$ cat config.mk
export PLATFORM = sky130hd
export DESIGN_NAME = bch_frame_sequencer
export DESIGN_NICKNAME = d
export VERILOG_FILES = /design/src/rtl/bch_seq_pkg.sv /design/src/rtl/bch_seq_watchdog.sv /design/src/rtl/bch_frame_sequencer.sv
export SDC_FILE = /design/constraint.sdc
export NUM_CORES = 1
export LEC_CHECK = 0
export CAP_MARGIN = 20
export CELL_PAD_IN_SITES_DETAIL_PLACEMENT = 0
export CELL_PAD_IN_SITES_GLOBAL_PLACEMENT = 2
export CORE_AREA = 2 2 127 129
export CTS_BUF_LIST = sky130_fd_sc_hd__clkbuf_4 sky130_fd_sc_hd__clkbuf_8
export DETAILED_ROUTE_END_ITERATION = 7
export DIE_AREA = 0 0 129 131
export PLACE_DENSITY = 0.88
export SLEW_MARGIN = 30
export SYNTH_ARGS = -nofsm -noshare
export SYNTH_HDL_FRONTEND = slang
export SYNTH_HIERARCHICAL = 1
export SYNTH_SLANG_ARGS = --single-unit
export TNS_END_PERCENT = 5
$ cat constraint.sdc
create_clock -name clk -period 4.51 [get_ports clk]
set_input_delay 0.902 -clock clk [delete_from_list [all_inputs] [get_ports clk]]
set_output_delay 0.902 -clock clk [all_outputs]
set_load 0.02 [all_outputs]
$ cat src/rtl/bch_seq_pkg.sv
`default_nettype none
// ============================================================================
// Package  : bch_seq_pkg
// Brief    : Shared state/status encodings and default widths for the BCH
//            frame sequencer.
// Revision : 1.0
// ============================================================================
package bch_seq_pkg;

    localparam int DEF_DATA_W      = 8;
    localparam int DEF_CW_W        = 16;
    localparam int DEF_TIMEOUT_CYC = 1024;
    localparam int DEF_CNT_W       = 16;

    typedef enum logic [2:0] {
        IDLE = 3'd0,
        ENC  = 3'd1,
        CHAN = 3'd2,
        DEC  = 3'd3,
        RESP = 3'd4
    } seq_state_e;

    typedef enum logic [1:0] {
        ST_OK      = 2'b00,
        ST_DECFAIL = 2'b01,
        ST_TIMEOUT = 2'b10
    } seq_status_e;

    // True for the states that wait on an external stage handshake.
    function automatic logic is_stage(input seq_state_e s);
        return (s == ENC) || (s == CHAN) || (s == DEC);
    endfunction

endpackage
`default_nettype wire

$ cat src/rtl/bch_seq_watchdog.sv
`default_nettype none
// ============================================================================
// Module   : bch_seq_watchdog
// Brief    : Per-stage cycle counter; flags expiry at TIMEOUT_CYC-1 cycles.
// Revision : 1.0
// ============================================================================
module bch_seq_watchdog #(
    parameter int TIMEOUT_CYC = 1024
) (
    input  logic clk,
    input  logic rst,
    input  logic clear,
    input  logic enable,
    output logic expired
);

    localparam int CNT_BITS = (TIMEOUT_CYC > 1) ? $clog2(TIMEOUT_CYC) : 1;
    localparam logic [CNT_BITS-1:0] C_LIMIT = CNT_BITS'(TIMEOUT_CYC - 1);

    logic [CNT_BITS-1:0] r_cnt;

    // Counter parks at the limit so expiry stays asserted until cleared.
    always_ff @(posedge clk) begin
        if (rst || clear) begin
            r_cnt <= '0;
        end else if (enable && (r_cnt != C_LIMIT)) begin
            r_cnt <= r_cnt + CNT_BITS'(1);
        end
    end

    assign expired = enable && (r_cnt == C_LIMIT);

endmodule
`default_nettype wire

$ cat src/rtl/bch_frame_sequencer.sv
`default_nettype none
// ============================================================================
// Module   : bch_frame_sequencer
// Brief    : Schedules encoder -> noise channel -> decoder for one frame per
//            command, with per-stage watchdog and saturating statistics.
//            Optional macro BCH_SEQ_LATENCY_EN adds the last_latency output.
// Revision : 1.0
// ============================================================================
module bch_frame_sequencer
    import bch_seq_pkg::*;
#(
    parameter int DATA_W      = DEF_DATA_W,
    parameter int CW_W        = DEF_CW_W,
    parameter int TIMEOUT_CYC = DEF_TIMEOUT_CYC,
    parameter int CNT_W       = DEF_CNT_W
) (
    input  logic              clk,
    input  logic              rst,
    input  logic              cmd_valid,
    output logic              cmd_ready,
    input  logic [DATA_W-1:0] cmd_data,
    input  logic              cmd_bch,
    input  logic              cmd_gauss,
    input  logic              cmd_ber,
    output logic              enc_start,
    output logic [DATA_W-1:0] enc_din,
    input  logic              enc_done,
    input  logic [CW_W-1:0]   enc_dout,
    output logic              ch_start,
    output logic [1:0]        ch_mode,
    output logic [CW_W-1:0]   ch_din,
    input  logic              ch_done,
    input  logic [CW_W-1:0]   ch_dout,
    output logic              dec_start,
    output logic [CW_W-1:0]   dec_din,
    input  logic              dec_done,
    input  logic [DATA_W-1:0] dec_dout,
    input  logic              dec_fail,
    output logic              rsp_valid,
    input  logic              rsp_ready,
    output logic [DATA_W-1:0] rsp_data,
    output logic [1:0]        rsp_status,
    output logic              busy,
    output logic [CNT_W-1:0]  frame_cnt,
    output logic [CNT_W-1:0]  fail_cnt
`ifdef BCH_SEQ_LATENCY_EN
    ,
    output logic [CNT_W-1:0]  last_latency
`endif
);

    seq_state_e        r_state;
    seq_state_e        w_state_nxt;
    logic              r_entry;
    logic [DATA_W-1:0] r_data;
    logic [CW_W-1:0]   r_word;
    logic [CW_W-1:0]   w_word_nxt;
    logic [DATA_W-1:0] r_result;
    logic [DATA_W-1:0] w_result_nxt;
    seq_status_e       r_status;
    seq_status_e       w_status_nxt;
    logic              r_bch;
    logic              r_gauss;
    logic              r_ber;
    logic [CNT_W-1:0]  r_frame_cnt;
    logic [CNT_W-1:0]  r_fail_cnt;

    logic w_accept;
    logic w_rsp_hs;
    logic w_noise;
    logic w_state_chg;
    logic w_wd_en;
    logic w_wd_expired;

    assign w_accept    = (r_state == IDLE) && cmd_valid;
    assign w_rsp_hs    = (r_state == RESP) && rsp_ready;
    assign w_noise     = r_gauss || r_ber;
    assign w_state_chg = (w_state_nxt != r_state);
    assign w_wd_en     = is_stage(r_state);

    bch_seq_watchdog #(
        .TIMEOUT_CYC (TIMEOUT_CYC)
    ) u_watchdog (
        .clk     (clk),
        .rst     (rst),
        .clear   (w_state_chg),
        .enable  (w_wd_en),
        .expired (w_wd_expired)
    );

    // Next-state and datapath updates; a stage's done always beats its timeout.
    always_comb begin
        w_state_nxt  = r_state;
        w_word_nxt   = r_word;
        w_result_nxt = r_result;
        w_status_nxt = r_status;
        case (r_state)
            IDLE: begin
                if (cmd_valid) begin
                    w_word_nxt = CW_W'(cmd_data);
                    if (cmd_bch) begin
                        w_state_nxt = ENC;
                    end else if (cmd_gauss || cmd_ber) begin
                        w_state_nxt = CHAN;
                    end else begin
                        w_state_nxt  = RESP;
                        w_result_nxt = cmd_data;
                        w_status_nxt = ST_OK;
                    end
                end
            end
            ENC: begin
                if (enc_done) begin
                    w_word_nxt  = enc_dout;
                    w_state_nxt = w_noise ? CHAN : DEC;
                end else if (w_wd_expired) begin
                    w_state_nxt  = RESP;
                    w_result_nxt = '0;
                    w_status_nxt = ST_TIMEOUT;
                end
            end
            CHAN: begin
                if (ch_done) begin
                    w_word_nxt = ch_dout;
                    if (r_bch) begin
                        w_state_nxt = DEC;
                    end else begin
                        w_state_nxt  = RESP;
                        w_result_nxt = ch_dout[DATA_W-1:0];
                        w_status_nxt = ST_OK;
                    end
                end else if (w_wd_expired) begin
                    w_state_nxt  = RESP;
                    w_result_nxt = '0;
                    w_status_nxt = ST_TIMEOUT;
                end
            end
            DEC: begin
                if (dec_done) begin
                    w_state_nxt  = RESP;
                    w_result_nxt = dec_dout;
                    w_status_nxt = dec_fail ? ST_DECFAIL : ST_OK;
                end else if (w_wd_expired) begin
                    w_state_nxt  = RESP;
                    w_result_nxt = '0;
                    w_status_nxt = ST_TIMEOUT;
                end
            end
            RESP: begin
                if (rsp_ready) begin
                    w_state_nxt = IDLE;
                end
            end
            default: begin
                w_state_nxt = IDLE;
            end
        endcase
    end

    always_ff @(posedge clk) begin
        if (rst) begin
            r_state     <= IDLE;
            r_entry     <= 1'b0;
            r_data      <= '0;
            r_word      <= '0;
            r_result    <= '0;
            r_status    <= ST_OK;
            r_bch       <= 1'b0;
            r_gauss     <= 1'b0;
            r_ber       <= 1'b0;
            r_frame_cnt <= '0;
            r_fail_cnt  <= '0;
        end else begin
            r_state  <= w_state_nxt;
            r_entry  <= w_state_chg;
            r_word   <= w_word_nxt;
            r_result <= w_result_nxt;
            r_status <= w_status_nxt;
            if (w_accept) begin
                r_data  <= cmd_data;
                r_bch   <= cmd_bch;
                r_gauss <= cmd_gauss;
                r_ber   <= cmd_ber;
            end
            if (w_rsp_hs) begin
                if (r_frame_cnt != {CNT_W{1'b1}}) begin
                    r_frame_cnt <= r_frame_cnt + CNT_W'(1);
                end
                if ((r_status != ST_OK) && (r_fail_cnt != {CNT_W{1'b1}})) begin
                    r_fail_cnt <= r_fail_cnt + CNT_W'(1);
                end
            end
        end
    end

`ifdef BCH_SEQ_LATENCY_EN
    logic [CNT_W-1:0] r_lat_run;
    logic [CNT_W-1:0] r_last_latency;

    // r_lat_run holds cycles elapsed since accept as seen in the current cycle.
    always_ff @(posedge clk) begin
        if (rst) begin
            r_lat_run      <= '0;
            r_last_latency <= '0;
        end else begin
            if (w_accept) begin
                r_lat_run <= CNT_W'(1);
            end else if (is_stage(r_state) && (r_lat_run != {CNT_W{1'b1}})) begin
                r_lat_run <= r_lat_run + CNT_W'(1);
            end
            if ((w_state_nxt == RESP) && (r_state != RESP)) begin
                if (r_state == IDLE) begin
                    r_last_latency <= CNT_W'(1);
                end else if (r_lat_run != {CNT_W{1'b1}}) begin
                    r_last_latency <= r_lat_run + CNT_W'(1);
                end else begin
                    r_last_latency <= r_lat_run;
                end
            end
        end
    end

    assign last_latency = r_last_latency;
`endif

    assign cmd_ready  = (r_state == IDLE);
    assign busy       = (r_state != IDLE);
    assign enc_start  = (r_state == ENC)  && r_entry;
    assign ch_start   = (r_state == CHAN) && r_entry;
    assign dec_start  = (r_state == DEC)  && r_entry;
    assign enc_din    = r_data;
    assign ch_mode    = {r_ber, r_gauss};
    assign ch_din     = r_word;
    assign dec_din    = r_word;
    assign rsp_valid  = (r_state == RESP);
    assign rsp_data   = r_result;
    assign rsp_status = r_status;
    assign frame_cnt  = r_frame_cnt;
    assign fail_cnt   = r_fail_cnt;

endmodule
`default_nettype wire

# Word-level counts from Yosys, hierarchy flattened
# Cells that the tools add are included.
[word_totals]
register_bits = 83
latch_bits = 0
ram_bits = 0
romBits = 0
inputBits = 59
word_cells = 87
mem_count = 0
[op_classes]
addsub = 3
n_mul = 0
div = 0
n_lt_le_gt_ge = 0
n_eq_ne = 16
shift = 0
n_mux = 34
bitwise = 0
reduce_logical = 22
[op_table]
columns = ["operator", "count"]
rows = [
  ["$mux 8", 8],
  ["$mux 16", 3],
  ["$pmux 16 s3", 1],
  ["$add 16x1->16 const B", 2],
  ["$ne 16x16->1 const B", 2],
  ["$pmux 8 s4", 1],
  ["$mux 3", 9],
  ["$mux 2", 8],
  ["$pmux 3 s5", 1],
  ["$ne 2x2->1 const B", 6],
  ["$add 10x1->10 const B", 1],
  ["$eq 10x10->1 const B", 1],
  ["$ne 10x10->1 const B", 1],
  ["$logic_and 1x1->1", 8],
  ["$pmux 2 s4", 1],
  ["$eq 3x2->1 const B", 2],
  ["$reduce_and 6->1", 1],
  ["$reduce_bool 3->1", 2],
  ["$logic_or 1x1->1", 5],
  ["$reduce_and 2->1", 2],
  ["$reduce_and 4->1", 1],
  ["$reduce_bool 4->1", 1],
  ["$eq 3x1->1 const B", 1],
  ["$eq 3x3->1 const B", 1],
  ["other kinds (5)", 6],
]

# Longest topological paths before layout
# Gate-level depths: netlist of the first run.
[logic_depth]
ltp_word = 9
ltp_mapped = 14
depth_no_buf = 13

# Cells and area by module
# Netlist of the first run, hierarchy kept.
[modules_own_cells]
columns = ["mod", "n_inst", "cells_each", "area_per_inst_um2"]
rows = [
  ["bch_frame_sequencer", 1, 455, 3887.5],
  ["bch_seq_watchdog", 1, 59, 529.3],
]

# Least setup slack after synthesis of the first run
# OpenSTA, ideal clock, no wires.
[synth_timing]
path_kind = "register -> register"
from = "reg r_state[0]"
to = "reg u_watchdog.r_cnt[8]"
setup_time_ns = 0.128
t_arrival_ns = 2.849
required_ns = 4.382
slack_ns = 1.534
stages_incl_launch_ff = 15
path_buffers = 3
period_less_slack_ns = 2.976
path_cell_list = "dfxtp_1 buf_2 clkbuf_1 o21ai_1 inv_1 and3_1 nand3_1 nor2_1 nor4bb_1 a21oi_1 o221a_2 a31oi_1 or2_2 clkbuf_1 a211oi_1"
[synth_via]
elab_chain_cells = 9
elab_cells_between_ends = 18
[synth_rtl]
columns = ["item", "line", "text"]
rows = [
  ["start, declared", "bch_frame_sequencer.sv:52", "seq_state_e r_state;"],
  ["start signal, assigned", "bch_frame_sequencer.sv:174", "r_state <= w_state_nxt;"],
  ["$eq 3x1->1 or $eq 3x2->1 (tied branches)", "bch_seq_pkg.sv:31", "return (s == ENC) || (s == CHAN) || (s == DEC);"],
  ["$logic_or 1x1->1", "bch_seq_pkg.sv:31", ""],
  ["$logic_or 1x1->1 *", "bch_seq_pkg.sv:31", ""],
  ["net w_wd_en", "bch_frame_sequencer.sv:72", "logic w_wd_en;"],
  ["$logic_and 1x1->1 *", "bch_seq_watchdog.sv:31", "assign expired = enable && (r_cnt == C_LIMIT);"],
  ["net w_wd_expired", "bch_frame_sequencer.sv:73", "logic w_wd_expired;"],
  ["$mux 3 *", "bch_frame_sequencer.sv:116, bch_frame_sequencer.sv:132, bch_frame_sequencer.sv:143", ""],
  ["$mux 3, on equally long branches", "bch_frame_sequencer.sv:139, bch_frame_sequencer.sv:113, bch_frame_sequencer.sv:123", ""],
  ["$pmux 3 s5 *", "bch_frame_sequencer.sv:97", "case (r_state)"],
  ["$ne 3x3->1 *", "bch_frame_sequencer.sv:78", "assign w_state_chg = (w_state_nxt != r_state);"],
  ["net w_state_chg", "bch_frame_sequencer.sv:71", "logic w_state_chg;"],
  ["$logic_or 1x1->1 *", "bch_seq_watchdog.sv:24", "if (rst || clear) begin"],
  ["end signal, assigned", "bch_seq_watchdog.sv:27", "r_cnt <= r_cnt + CNT_BITS'(1);"],
  ["end, declared", "bch_seq_watchdog.sv:20", "logic [CNT_BITS-1:0] r_cnt;"],
]
# Mark *: on every way through the listed nets, which the timed path passes. The rest lies on a longest branch.
# A chain may end at the register's enable or synchronous reset.

# Final worst setup path of the first run
[layout_timing]
from = "reg r_state[1]"
to = "reg u_watchdog.r_cnt[1]"
# Same word-level chain as after synthesis.

==> qor.yml, run 1 <==
yosysUniqueCellTypes: 67
setup_viol: 0
fin_skew_ps: 11.9
startpoint_type: "flop"
drv_cap: 0
cts-root-buf: "clkbuf_8"
fin_crit_ps: 3400
holdBufCountCts: 0
die_w_um: 129
async_reset_ff_share_pct: 0
worst_ir_drop_vdd_mv: 0.139
slew_viol_final: 0
synthToLayoutAreaGrowth_pct: 38.2
numCtsBuffers: 9
die_area_mm2: 0.0169
grt_pass1_vias: 4473
synth-seq-area-share_pct: 37.6
yosys_warnings: 6
cts_max_path_buffers: 2
io_buffers: 148
worst_ep_required_time_ps: 4750
power_density_mw_per_mm2: 290
antenna-diode-count: 0
drive_gt1_share_pct: 7.63
syn-num-nets: 576
core_area_mm2: 0.0156
grt_max_degree: 67
tightest_slew_ps: 937
cts_setup_buffers: 0
die_y_um: 131
crit_type: "reg2reg"
critical_path_arrival_ps: 3640
drt_iter0_markers: 318
synth_top_flop_cell: "dfxtp_1"
cts_tree: "done"
grt_pass1_wl_mm: 22.4
post-dp-hpwl_mm: 10.3
ant_nets: 0
status: "finished, final reports clean"
syn_area_mm2: 0.00442
post-route-drc-count: 0
max_freq_ghz: 0.295
clkTransAtPathRegs_ps: 90
vias_per_cell: 5.40
avgRoutedWirePerCell_um: 17.1
power.total_mw: 1.77
hp-class: "reg2reg"
clk_latency_ps: 370
cts_num_sinks: 83
reg2regPathDepth: 12
initial_utilization_pct: 28.3
rsz0062_at_grt: "false"
finalHoldViolCount: 0
ctsResizeCount: 0
rows: 46
drtPass1Iterations: 6
cp_max_fo: 18
drt-total-wl_mm: 14.4
relSlewSlack_pct: 37.0
grt_overflow: 0
endpoint_kind: "flop"
io_pins: 149
setup_tns_ps: 0
nNetsFinal: 686
p_leak_nw: 1.97
htreeDepth: 3
gp_congestion: 0.812
fin_util_pct: 39.1
dr_total_vias: 4566
synth.ff_latch_count: 83
antenna_found_initial: 0
avgSynthCellArea_um2: 8.59
synthCells: 514
fin_crit_sh_pct: 75.3
track_usage_pct: 16.8
synth_enable_flop_cells: 0
holdPathStages: 2
## state kept, by name (all words and copies together), names as in the netlist
signal            cells
ch_din               16
fail_cnt             16
frame_cnt            16
u_watchdog/r_cnt     10
enc_din               8
rsp_data              8
r_state               3
rsp_status            2
r_bch                 1
r_ber                 1
r_entry               1
r_gauss               1
## cells in the mapped netlist (2+ instances only)
| cell type | n | area share (%) |
|---|---|---|
| o2bb2ai_1 | 9 | 1.8 |
| or3_1 | 6 | 0.85 |
| nor2b_1 | 6 | 0.85 |
| nor3b_1 | 4 | 0.68 |
| o21ai_0 | 15 | 1.7 |
| nand4_1 | 11 | 1.6 |
| a21oi_1 | 54 | 6.1 |
| o311ai_0 | 4 | 0.79 |
| mux2i_1 | 2 | 0.45 |
| dfxtp_1 | 83 | 38 |
| and2_1 | 4 | 0.57 |
| a311oi_2 | 2 | 0.68 |
| a31oi_1 | 4 | 0.57 |
| buf_6 | 3 | 0.76 |
| o31ai_1 | 14 | 2.4 |
| and4_1 | 3 | 0.60 |
| mux2_2 | 4 | 1.0 |
| xor2_1 | 2 | 0.40 |
| a222oi_1 | 8 | 1.8 |
| and3b_1 | 2 | 0.40 |
| buf_4 | 18 | 3.1 |
| nor2_1 | 20 | 1.7 |
| a22oi_1 | 16 | 2.7 |
| o21bai_1 | 3 | 0.51 |
| or4b_1 | 3 | 0.68 |
| a211oi_1 | 10 | 1.7 |
| xnor2_1 | 2 | 0.40 |
| o41ai_1 | 6 | 1.2 |
| nor4_1 | 8 | 1.1 |
| o211ai_1 | 2 | 0.34 |
| and3_1 | 6 | 0.85 |
| nand3b_1 | 2 | 0.34 |
| inv_1 | 19 | 1.6 |
| ha_1 | 3 | 0.85 |
| a311oi_1 | 9 | 1.8 |
| o21ai_1 | 2 | 0.23 |
| nand2_1 | 51 | 4.3 |
| nor3_1 | 3 | 0.34 |
| or4_1 | 18 | 3.1 |
| nand3_1 | 14 | 1.6 |
| clkbuf_1 | 23 | 2.0 |
| buf_2 | 11 | 1.2 |
## metrics by stage
| stage | instances | instance area, um2 | setup slack [ps] | hold WS, ps |
|---|---|---|---|---|
| 3_3_place_gp | 829 | 5920 | 1140 | 447 |
| 6_report | 845 | 6100 | 1110 | 469 |
| 5_1_grt | 845 | 6100 | 717 | 489 |
| 2_1_floorplan | 514 | 4420 | 1530 | 450 |
| 4_1_cts | 845 | 6100 | 1140 | 473 |
| 3_5_place_dp | 829 | 5920 | 1110 | 448 |
## critical path, stage by stage, from the launching register on
cell      delay [ps]
dfxtp_1          660
o21ai_1          390
inv_1            240
and3_1           230
nand3_1          120
nor2_1           370
nor4bb_1         330
a21oi_1           70
o221a_2          300
a31oi_1          210
nor2_1           140
nand3_1          130
o21ai_0           80
## final timing paths
path / from / endpoint / slack [ps]
worst max-delay path: r_state[1] / u_watchdog/r_cnt[1] / 1110
worst min-delay path: enc_din[2] / enc_din[2] / 470
worst max register to register: r_state[1] / u_watchdog/r_cnt[1] / 1110
worst min register to register: enc_din[2] / enc_din[2] / 470
## cells in the final DEF (no fill, tap or decap), types with 3 or more instances in the layout
master and instances:
nor2b_1 6, o21bai_1 3, o41ai_1 6, nor2_1 20, nand4_1 11, clkdlybuf4s50_1 147, dfxtp_1 83, o31ai_1 14
or4_1 18, or4b_1 3, inv_1 19, and4_1 3, a31oi_1 4, a21oi_1 54, nor4_1 6, mux2_2 4
nand2_1 51, o2bb2ai_1 9, or3_1 6, a22oi_1 16, o21ai_0 15, o311ai_0 4, and3_1 6, clkbuf_8 10
nor3_1 3, a211oi_1 10, nand3_1 14, a222oi_1 8, a311oi_1 9, and2_1 4, buf_4 7, ha_1 3
## power breakdown
part           internal [mW]  switching [mW]
sequential             0.773          0.0362
clock                  0.227           0.282
combinational          0.213           0.241
total                   1.21           0.560
## cell type report
class,instances,area [um2]
Timing Repair Buffer,155,1530
Sequential cell,83,1660
Clock inverter,4,26.3
Clock buffer,12,153
Fill cell,1581,9490
Tap cell,216,270
Inverter,19,71.3
Multi-Input combinational cell,356,2390
## metal layers
metal / share of wire [%] / GRT usage, %
met5: 0 / 0
met4: 2.5 / 8.12
met3: 5.6 / 3.34
met2: 48 / 26.6
met1: 44 / 21.9
## cells by family (layout without fill, tap and decap cells)
logic type | count (synthesis) | after routing | synth area share (%)
AND/OR/NAND/NOR | 172 | 172 | 22.7
AO/OA/AOI/OAI | 171 | 171 | 27.8
flip-flops | 83 | 83 | 37.6
buffers and inverters | 75 | 190 | 8.72
multiplexers | 6 | 6 | 1.47
XOR/XNOR | 4 | 4 | 0.793
adder cells (fa/ha/maj) | 3 | 3 | 0.850
No activity file was read; power rests on OpenSTA's default activity.
==> run 2: changes to the inputs <==
--- a/config.mk
+++ b/config.mk
@@ -8,11 +8,11 @@
 export CAP_MARGIN = 20
 export CELL_PAD_IN_SITES_DETAIL_PLACEMENT = 0
 export CELL_PAD_IN_SITES_GLOBAL_PLACEMENT = 2
-export CORE_AREA = 2 2 127 129
+export CORE_AREA = 2 2 139 141
 export CTS_BUF_LIST = sky130_fd_sc_hd__clkbuf_4 sky130_fd_sc_hd__clkbuf_8
 export DETAILED_ROUTE_END_ITERATION = 7
-export DIE_AREA = 0 0 129 131
-export PLACE_DENSITY = 0.88
+export DIE_AREA = 0 0 141 143
+export PLACE_DENSITY = 0.79
 export SLEW_MARGIN = 30
 export SYNTH_ARGS = -nofsm -noshare
 export SYNTH_HDL_FRONTEND = slang
==> constraint.sdc (replaced) <==
create_clock -name clk -period 2.9 [get_ports clk]
set_input_delay 0.58 -clock clk [delete_from_list [all_inputs] [get_ports clk]]
set_output_delay 0.58 -clock clk [all_outputs]
set_load 0.02 [all_outputs]
==> run 2 against run 1 <==
  * Final area grew 2.8%
  * Register-to-register slack lost 890 ps
  * Die area grew 19%
  * Highest routed layer unchanged
  * Maximum frequency grew 27%
==> qor.yml, run 2 (synthesized netlist as in run 1, its figures left out) <==
startpoint_type: "flop"
worst_ep_required_time_ps: 3150  # -1600 ps
reg2regPathDepth: 11  # -1
nNetsFinal: 698  # +1.7%
vias_per_cell: 5.18  # -4.2%
synthToLayoutAreaGrowth_pct: 42.0
die_w_um: 141  # +9.3%
dr_total_vias: 4523  # -0.94%
finalHoldViolCount: 0  # unchanged
fin_crit_ps: 2680  # -717 ps
reg2reg_slack_ps: 220  # -890 ps
r2r_end: "u_watchdog/r_cnt[1]"
cp_max_fo: 7  # -11
final_cell_mix: "clkdlybuf4s50_1, dfxtp_1, a21oi_1"
drtPass1Iterations: 5  # -1
holdPathStages: 1  # -1
clk_latency_ps: 360  # about the same
grt_pass1_wl_mm: 23.2  # +3.7%
slowest_stage: "dfxtp_1"
crit_start: "u_watchdog/r_cnt[0]"
cts_max_path_buffers: 2  # unchanged
worst_ir_drop_vdd_mv: 0.182  # +31%
grt_overflow: 0  # unchanged
io_pins: 149  # unchanged
ant_nets: 0  # unchanged
avgRoutedWirePerCell_um: 17.1  # +0.24%
initial_utilization_pct: 23.8  # -4.5 points
drive_gt1_share_pct: 9.22  # +1.6 points
drt_iter0_markers: 260  # -18%
max_freq_ghz: 0.373  # +27%
p_leak_nw: 2.05  # +4.0%
min_from: "rsp_data[3]"
crit_type: "reg2reg"
post-dp-hpwl_mm: 11.4  # +11%
reg2reg_from: "u_watchdog/r_cnt[0]"
numCtsBuffers: 9  # unchanged
antenna-diode-count: 0  # unchanged
cts_setup_buffers: 0  # unchanged
cts-root-buf: "clkbuf_8"
post-route-drc-count: 0  # unchanged
rows: 50  # +8.7%
power.total_mw: 2.98  # +68%
crit_path_frequent_cell: "nand3_1"
slew_viol_final: 0  # unchanged
rsz0062_at_grt: "false"
die_y_um: 143  # +9.2%
cp_slowest_stage_delay_ps: 390  # -270 ps
path_cells: "ha_1 > and3_1 > nand3_1 > nor2_4 > nor4bb_1 > a21oi_1 > o221a_2 > a31oi_1 > nor2_1 > nand3_1 > o21ai_0"
endpoint_kind: "flop"
drv_cap: 0  # unchanged
placed_area_mm2: 0.00603  # +1.8%
drt-total-wl_mm: 15.0  # +3.7%
crit_end: "u_watchdog/r_cnt[1]"
io_buffers: 148  # unchanged
cts_tree: "done"
core_area_mm2: 0.0186  # +19%
grt_max_degree: 29  # -57%
cts_num_sinks: 83  # unchanged
tightest_slew_ps: 936  # -1.19 ps
setup_viol: 0  # unchanged
gp_congestion: 0.819  # +0.86%
fin_crit_sh_pct: 92.3  # +17 points
final_area_mm2: 0.00627  # +2.8%
htreeDepth: 3  # unchanged
clkTransAtPathRegs_ps: 90  # about the same
power_density_mw_per_mm2: 476  # +64%
status: "finished, final reports clean"
setup_tns_ps: 0  # unchanged
die_area_mm2: 0.0202  # +19%
critical_path_arrival_ps: 2920  # -720 ps
holdBufCountCts: 0  # unchanged
layout_commonest_cell: "clkdlybuf4s50_1"
grt_pass1_vias: 4474  # +0.022%
track_usage_pct: 14.5  # -2.3 points
fin_skew_ps: 8.11  # -3.77 ps
hp-class: "reg2reg"
relSlewSlack_pct: 37.0  # +0.080 points
antenna_found_initial: 0  # unchanged
==> run 2: report_power, final <==
part	internal [mW]	leakage [nW]	switching, mW
Clock	0.576	0.116	0.428
Combinational	0.344	1.25	0.388
Sequential	1.20	0.675	0.0469
Total	2.12	2.05	0.863
==> run 2: routing by layer <==
layer	vias to the layer above	wire, um	track usage (%)
li1	2201	-	-
met1	2196	6920	19.1
met2	113	7070	23.6
met3	13	743	2.85
met4	0	236	5.16
met5	-	0	0
==> run 2: timing repair <==
item	4_1_cts	5_1_grt
setup endpoints to repair	0	2
resized for setup	0	1
hold endpoints to repair	0	0
==> run 2: stage by stage <==
stage / cells / setup WS, ps / hold slack [ps] / utilization, %
floorplan: 514 / 46.3 / 450 / -
global placement: 859 / 142 / 450 / 32.5
detailed placement: 859 / 120 / 455 / 32.5
CTS: 874 / 148 / 471 / 33.7
global route: 874 / 50.4 / 487 / 33.8
finish: 874 / 222 / 468 / 33.8
==> run 2: area by class of cell <==
cell class,instances,area [um2]
clock buffers,10,131
clock inverters,5,103
fillers,1919,12300
inverters,19,71.3
multi-input cells,356,2390
flip-flops and latches,83,1660
well taps,234,293
repair buffers,167,1620
==> run 2: worst max-delay path: cells and delay by family, from the launching register on <==
kind	cells	cell delay, ps
and+or+nand+nor	6	1210
adders and majority gates	1	260
DFF	1	390
AOI/OAI and AO/OA	4	690
==> run 2: worst min path at each step <==
stage	to	slack, ps
2_1_floorplan	r_gauss	450
3_3_place_gp	rsp_data[6]	450
3_5_place_dp	rsp_data[3]	450
4_1_cts	enc_din[6]	470
5_1_grt	rsp_data[3]	490
6_report	rsp_data[3]	470
==> run 3: changes to the inputs <==
--- a/config.mk
+++ b/config.mk
@@ -10,6 +10,7 @@
 export CELL_PAD_IN_SITES_GLOBAL_PLACEMENT = 2
 export CORE_AREA = 2 2 139 141
 export CTS_BUF_LIST = sky130_fd_sc_hd__clkbuf_4 sky130_fd_sc_hd__clkbuf_8
+export CTS_CLUSTER_SIZE = 8
 export DETAILED_ROUTE_END_ITERATION = 7
 export DIE_AREA = 0 0 141 143
 export PLACE_DENSITY = 0.79
==> results of run 3 <==
The final DEF is identical to that of run 2; final timing and power are the same.
